[src/rtl/fp_div_pkg.sv]
// Shared definitions for the FP divider special-operand front end:
// class bit indices and canonical special-value builders.
package fp_div_pkg;

    localparam int CLS_W    = 6;
    localparam int CLS_ZERO = 0;
    localparam int CLS_SUB  = 1;
    localparam int CLS_NORM = 2;
    localparam int CLS_INF  = 3;
    localparam int CLS_QNAN = 4;
    localparam int CLS_SNAN = 5;

    typedef logic [CLS_W-1:0] cls_t;

    // Builders return a 64-bit word; callers keep the low 1+exp_w+man_w bits.
    function automatic logic [63:0] fp_inf(input logic s, input int exp_w,
                                           input int man_w);
        logic [63:0] r;
        r = ((64'd1 << exp_w) - 64'd1) << man_w;
        r[exp_w+man_w] = s;
        return r;
    endfunction

    function automatic logic [63:0] fp_qnan(input int exp_w, input int man_w);
        logic [63:0] r;
        r = fp_inf(1'b0, exp_w, man_w) | (64'd1 << (man_w - 1));
        return r;
    endfunction

    function automatic logic [63:0] fp_zero(input logic s, input int exp_w,
                                            input int man_w);
        logic [63:0] r;
        r = '0;
        r[exp_w+man_w] = s;
        return r;
    endfunction

endpackage

[src/rtl/fp_classify.sv]
// One-hot operand classifier (sign excluded); FTZ folds subnormals
// into the zero class.
module fp_classify
    import fp_div_pkg::*;
#(
    parameter int EXP_W = 8,
    parameter int MAN_W = 23,
    parameter int FTZ   = 0
) (
    input  logic [EXP_W+MAN_W-1:0] op_i,
    output cls_t                   cls_o
);

    localparam bit FTZ_B = (FTZ != 0);

    logic [EXP_W-1:0] exp_w;
    logic [MAN_W-1:0] frac_w;
    logic             exp_zero;
    logic             exp_ones;
    logic             frac_nz;

    assign exp_w    = op_i[MAN_W +: EXP_W];
    assign frac_w   = op_i[MAN_W-1:0];
    assign exp_zero = ~|exp_w;
    assign exp_ones = &exp_w;
    assign frac_nz  = |frac_w;

    always_comb begin
        cls_o           = '0;
        cls_o[CLS_ZERO] = exp_zero & (~frac_nz | FTZ_B);
        cls_o[CLS_SUB]  = exp_zero & frac_nz & ~FTZ_B;
        cls_o[CLS_NORM] = ~exp_zero & ~exp_ones;
        cls_o[CLS_INF]  = exp_ones & ~frac_nz;
        cls_o[CLS_QNAN] = exp_ones & frac_w[MAN_W-1];
        cls_o[CLS_SNAN] = exp_ones & ~frac_w[MAN_W-1] & frac_nz;
    end

endmodule

[src/rtl/fp_div_special_pipe.sv]
// Two-stage special-operand resolver in front of the mantissa divider:
// S1 classifies, S2 holds the resolved quotient and bypass decision.
module fp_div_special_pipe
    import fp_div_pkg::*;
#(
    parameter int EXP_W = 8,
    parameter int MAN_W = 23,
    parameter int FTZ   = 0,
    localparam int W    = 1 + EXP_W + MAN_W
) (
    input  logic         clk,
    input  logic         rst,
    input  logic         in_valid,
    output logic         in_ready,
    input  logic [W-1:0] in_a,
    input  logic [W-1:0] in_b,
    output logic         out_valid,
    input  logic         out_ready,
    output cls_t         out_cls_a,
    output cls_t         out_cls_b,
    output logic         out_bypass,
    output logic [W-1:0] out_result,
    input  logic         flag_clr,
    output logic         flag_invalid,
    output logic         flag_divzero
);

    localparam logic [63:0]  QN_F  = fp_qnan(EXP_W, MAN_W);
    localparam logic [63:0]  INF_F = fp_inf(1'b0, EXP_W, MAN_W);
    localparam logic [63:0]  ZER_F = fp_zero(1'b0, EXP_W, MAN_W);
    localparam logic [W-1:0] QN    = QN_F[W-1:0];
    localparam logic [W-1:0] INF_P = INF_F[W-1:0];
    localparam logic [W-1:0] ZER_P = ZER_F[W-1:0];

    cls_t ca_c;
    cls_t cb_c;

    fp_classify #(.EXP_W(EXP_W), .MAN_W(MAN_W), .FTZ(FTZ)) u_cls_a (
        .op_i  (in_a[W-2:0]),
        .cls_o (ca_c)
    );

    fp_classify #(.EXP_W(EXP_W), .MAN_W(MAN_W), .FTZ(FTZ)) u_cls_b (
        .op_i  (in_b[W-2:0]),
        .cls_o (cb_c)
    );

    logic         s1_v_q;
    logic         s1_sa_q;
    logic         s1_sb_q;
    cls_t         s1_ca_q;
    cls_t         s1_cb_q;

    logic         s2_v_q;
    cls_t         s2_ca_q;
    cls_t         s2_cb_q;
    logic         s2_byp_q;
    logic [W-1:0] s2_res_q;
    logic         s2_inv_q;
    logic         s2_dz_q;

    logic         flag_inv_q;
    logic         flag_dz_q;

    logic         s1_adv;
    logic         s2_adv;
    logic         out_hs;

    assign s2_adv   = ~s2_v_q | out_ready;
    assign s1_adv   = ~s1_v_q | s2_adv;
    assign in_ready = s1_adv & ~rst;
    assign out_hs   = s2_v_q & out_ready;

    logic         sgn;
    logic         a_z, a_inf, a_qn, a_sn;
    logic         b_z, b_inf, b_qn, b_sn;
    logic         byp_d;
    logic [W-1:0] res_d;
    logic         inv_d;
    logic         dz_d;

    assign sgn   = s1_sa_q ^ s1_sb_q;
    assign a_z   = s1_ca_q[CLS_ZERO];
    assign a_inf = s1_ca_q[CLS_INF];
    assign a_qn  = s1_ca_q[CLS_QNAN];
    assign a_sn  = s1_ca_q[CLS_SNAN];
    assign b_z   = s1_cb_q[CLS_ZERO];
    assign b_inf = s1_cb_q[CLS_INF];
    assign b_qn  = s1_cb_q[CLS_QNAN];
    assign b_sn  = s1_cb_q[CLS_SNAN];

    // Earlier arms have already excluded NaN/inf, so later arms may
    // assume the remaining operand is finite.
    always_comb begin
        byp_d = 1'b0;
        res_d = '0;
        inv_d = 1'b0;
        dz_d  = 1'b0;
        priority case (1'b1)
            a_sn | b_sn: begin
                byp_d = 1'b1;
                res_d = QN;
                inv_d = 1'b1;
            end
            a_qn | b_qn: begin
                byp_d = 1'b1;
                res_d = QN;
            end
            (a_inf & b_inf) | (a_z & b_z): begin
                byp_d = 1'b1;
                res_d = QN;
                inv_d = 1'b1;
            end
            a_inf: begin
                byp_d = 1'b1;
                res_d = {sgn, INF_P[W-2:0]};
            end
            b_z: begin
                byp_d = 1'b1;
                res_d = {sgn, INF_P[W-2:0]};
                dz_d  = 1'b1;
            end
            b_inf | a_z: begin
                byp_d = 1'b1;
                res_d = {sgn, ZER_P[W-2:0]};
            end
            default: begin
                byp_d = 1'b0;
            end
        endcase
    end

    always_ff @(posedge clk or posedge rst) begin
        if (rst) begin
            s1_v_q     <= 1'b0;
            s1_sa_q    <= 1'b0;
            s1_sb_q    <= 1'b0;
            s1_ca_q    <= '0;
            s1_cb_q    <= '0;
            s2_v_q     <= 1'b0;
            s2_ca_q    <= '0;
            s2_cb_q    <= '0;
            s2_byp_q   <= 1'b0;
            s2_res_q   <= '0;
            s2_inv_q   <= 1'b0;
            s2_dz_q    <= 1'b0;
            flag_inv_q <= 1'b0;
            flag_dz_q  <= 1'b0;
        end else begin
            if (s1_adv) begin
                s1_v_q  <= in_valid;
                s1_sa_q <= in_a[W-1];
                s1_sb_q <= in_b[W-1];
                s1_ca_q <= ca_c;
                s1_cb_q <= cb_c;
            end
            if (s2_adv) begin
                s2_v_q   <= s1_v_q;
                s2_ca_q  <= s1_ca_q;
                s2_cb_q  <= s1_cb_q;
                s2_byp_q <= byp_d;
                s2_res_q <= res_d;
                s2_inv_q <= inv_d;
                s2_dz_q  <= dz_d;
            end
            // A same-cycle event wins over a clear.
            flag_inv_q <= (flag_inv_q & ~flag_clr) | (out_hs & s2_inv_q);
            flag_dz_q  <= (flag_dz_q & ~flag_clr) | (out_hs & s2_dz_q);
        end
    end

    assign out_valid    = s2_v_q;
    assign out_cls_a    = s2_ca_q;
    assign out_cls_b    = s2_cb_q;
    assign out_bypass   = s2_byp_q;
    assign out_result   = s2_res_q;
    assign flag_invalid = flag_inv_q;
    assign flag_divzero = flag_dz_q;

endmodule
[config.mk]
export PLATFORM = sky130hd
export DESIGN_NAME = fp_div_special_pipe
export DESIGN_NICKNAME = d
export VERILOG_FILES = /design/src/rtl/fp_div_pkg.sv /design/src/rtl/fp_classify.sv /design/src/rtl/fp_div_special_pipe.sv
export SDC_FILE = /design/constraint.sdc
export NUM_CORES = 1
export LEC_CHECK = 0
export BUFFER_PORTS_ARGS = -buffer_cell sky130_fd_sc_hd__buf_2
export CORE_MARGIN = 3
export CORE_UTILIZATION = 29
export CTS_BUF_LIST = sky130_fd_sc_hd__clkbuf_16
export DETAILED_ROUTE_END_ITERATION = 8
export PLACE_DENSITY = 0.62
export SLEW_MARGIN = 20
export SYNTH_ARGS = -nofsm -noshare
export SYNTH_HDL_FRONTEND = slang
export SYNTH_SLANG_ARGS = --single-unit
[constraint.sdc]
create_clock -name clk -period 3.4 [get_ports clk]
set_input_delay 0.85 -clock clk [delete_from_list [all_inputs] [get_ports clk]]
set_output_delay 0.85 -clock clk [all_outputs]
set_load 0.005 [all_outputs]
==> results by group <==
Setup path
  – CP required: 2550 ps
  – Crit-path max cell delay: 230 ps
  – Setup crit end kind: output port
  – Worst path cell trace: buf_2, and3b_1, buf_4, nor2_1, buf_2
  – R2R cell count: 3
  – Worst R2R Start: out_valid
  – WP data arrival: 1580 ps
  – Crit path launch type: primary input
  – Crit path kind: in -> out
  – Crit path top cell by count: buf_2
  – CP max stage cell: buf_4
  – Worst-path fanout max: 16
  – Terminus of the critical flop-to-flop path: out_result[30]
  – Worst R2R Setup Slack: 1930 ps

Min path
  – Hold endpoint: out_cls_b[1]
  – Hold crit path type: reg -> reg
  – Worst hold start: out_cls_b[1]
  – Hold path cells: 2

Route
  – DRT Pass-1 Iters: 4
  – Drt total wl: 4210 um
  – DRT iter0 DRCs: 41
  – DR WL/cell: 11.6 um
  – Drt drc: 0
  – DR vias/cell: 4.48
  – Vias: 1620
  – Routed Antenna Nets: 0

Timing
  – Final period util: 71.6%
  – Peak Freq: 411 MHz
  – Minimum clock period: 2430 ps
  – Count of final hold-check violations: 0
  – Final slew viol count: 0
  – Clk_skew: 5.39 ps
  – Unrepaired setup endpoints after global routing: no
  – Relative slew slack: 56.2%
  – Hold_ws: 459 ps
  – Worst slew pin tran: 656 ps
  – Final setup vio count: 0
  – Setup TNS Final: 0 ps

Synth
  – Xor and xnor area share after synthesis: 0.483%
  – Mux contribution to synthesized area: 0%
  – Synth async-reset ratio: 100%
  – Ranking of synthesized cells by area: dfrtp_1 (50%), buf_4 (12%), nand2_1 (9.7%), nor4_1 (5.2%), a22o_1 (2.9%)
  – Post-Syn Instances: 196
  – #FFs+latches synth: 36
  – Synth area leader: dfrtp_1
  – Largest family of logic cells by synthesized area: simple AND/OR/NAND/NOR gates
  – YS warnings: 0
  – Compound-Gate Fraction of Synth Area: 7.66%
  – Post-Synth Simple-Gate Area: 27.5%
  – Netlist Area Pre-Place: 1810 um2
  – Average size of a mapped cell: 9.26 um2
  – Post-synth EDFFs: 0
  – Adder-Cell Fraction of Synth Area: 0%
  – Sequential fraction of the synthesis area: 49.7%
  – Yosys cell types: 28
  – Top FF cell, synth: dfrtp_1
  – Area share of the largest cell type after synthesis: 49.7%

Cells and area
  – Most frequent cells in the layout: buf_2 (95), nand2_1 (47), dfrtp_1 (36)
  – Commonest non-fill, non-tap cell in the layout: buf_2
  – Total Nets Final: 356
  – Synth-to-Final Area Change: 30.7%
  – Final Util: 39.6%
  – Antenna Cells: 0
  – Layout cell share with drive strength beyond 1: 37.3%

Clocking
  – CTS H-tree lvls: 2
  – Clock slew at reported path FFs: 50 ps
  – Cts repair resizes: 0
  – Clk root buf: clkbuf_16
  – Post-CTS Setup Inserts: 0
  – CTS max path bufs: 2
  – Total CTS buffers: 5
  – Clk_lat worst skew: 270 ps
  – TritonCTS clock tree: done
  – CTS Hold Buffers Added: 0
  – Clk sinks: 36

GRT
  – GRT overflow: 0
  – Antenna violations before repair: 0
  – Number of global-route vias before repair: 1469
  – GRT Util Overall: 11.7%
  – First-pass GRT wire length: 6780 um
  – Pin count of the biggest net entering global routing: 20

Place
  – Post-DP HPWL: 3570 um
  – RePlAce Congestion: 0.762
  – IO Port Bufs: 95

Die
  – CORE AREA: 5990 um2
  – # rows: 28
  – # IOs: 118
  – Die W: 85.1 um
  – Die area: 7240 um2
  – Die H: 85.1 um
  – Initial Util: 30.3%

Pwr
  – P per Cell Area: 412 nW/um2
  – Static leakage: 1.28 nW
  – Max VDD drop: 0.000206 V
  – Pwr Total: 0.000978 W

Status
  – Status: finished, final reports clean

Job
  – Max_cap viols: 0
-- per-layer routing --
layer / vias up / share of wire (%) / global-route usage [%]
li1: 816 / - / -
met1: 727 / 42 / 14.6
met2: 77 / 49 / 19.0
met3: 0 / 9.3 / 3.69
met4: 0 / 0 / 3.88
met5: - / 0 / 0
-- sequential cells by signal, summed over array words and instances (netlist names), 3 cells and up --
register and flops:
out_cls_a 6, out_cls_b 6, out_result 3, s1_ca_q 6, s1_cb_q 6
-- cell families after synthesis --
| group | count (synthesis) |
|---|---|
| other cells | 1 |
| simple gates | 100 |
| buf+inv | 39 |
| compound gates | 19 |
| flops | 36 |
| xor+xnor | 1 |
-- worst max-delay path, delay by kind of cell --
kind | cells | cell delay, ps
AND/OR/NAND/NOR | 2 | 260
buffers and inverters | 3 | 470
-- worst max path at each step --
stage	startpoint	endpoint	slack, ps	cells after the start
after global routing	out_ready	in_ready	900	5
after CTS	out_ready	in_ready	950	5
after floorplan	out_ready	in_ready	1080	4
final	out_ready	in_ready	970	5
after detailed placement	out_ready	in_ready	960	5
after global placement	out_ready	in_ready	970	5
-- where the power goes --
part	leakage [nW]	switching [W]	total, W	internal [W]
clock	0.0709	0.000146	0.000408	0.000262
sequential	0.469	0.00000978	0.000452	0.000442
combinational	0.744	0.0000632	0.000118	0.0000550
total	1.28	0.000219	0.000978	0.000759
-- area by class of cell --
class | count | area [um2]
Inverter | 4 | 15.0
Timing Repair Buffer | 98 | 498
Clock inverter | 2 | 8.76
Fill cell | 611 | 3620
Multi-Input combinational cell | 142 | 729
Tap cell | 75 | 93.8
Clock buffer | 5 | 125
Sequential cell | 36 | 901
-- metrics by stage --
stage / cell area (um2) / worst slack [ps] / cells
detailed placement: 2240 / 960 / 355
floorplan: 1890 / 1080 / 217
global route: 2370 / 899 / 362
finish: 2370 / 965 / 362
CTS: 2370 / 955 / 362
global placement: 2240 / 970 / 355
-- Yosys cell counts (all sizes together) (2+ instances only) --
library cell  instances
buf                  35
and3                  3
nor4                 15
nand4                 6
nor2                  8
nand2b                4
inv                   4
nand3                 4
nand2                48
o21ai                 7
nor3                  8
dfrtp                36
a32o                  2
a22o                  6
Power figures use the tool's default switching activity.
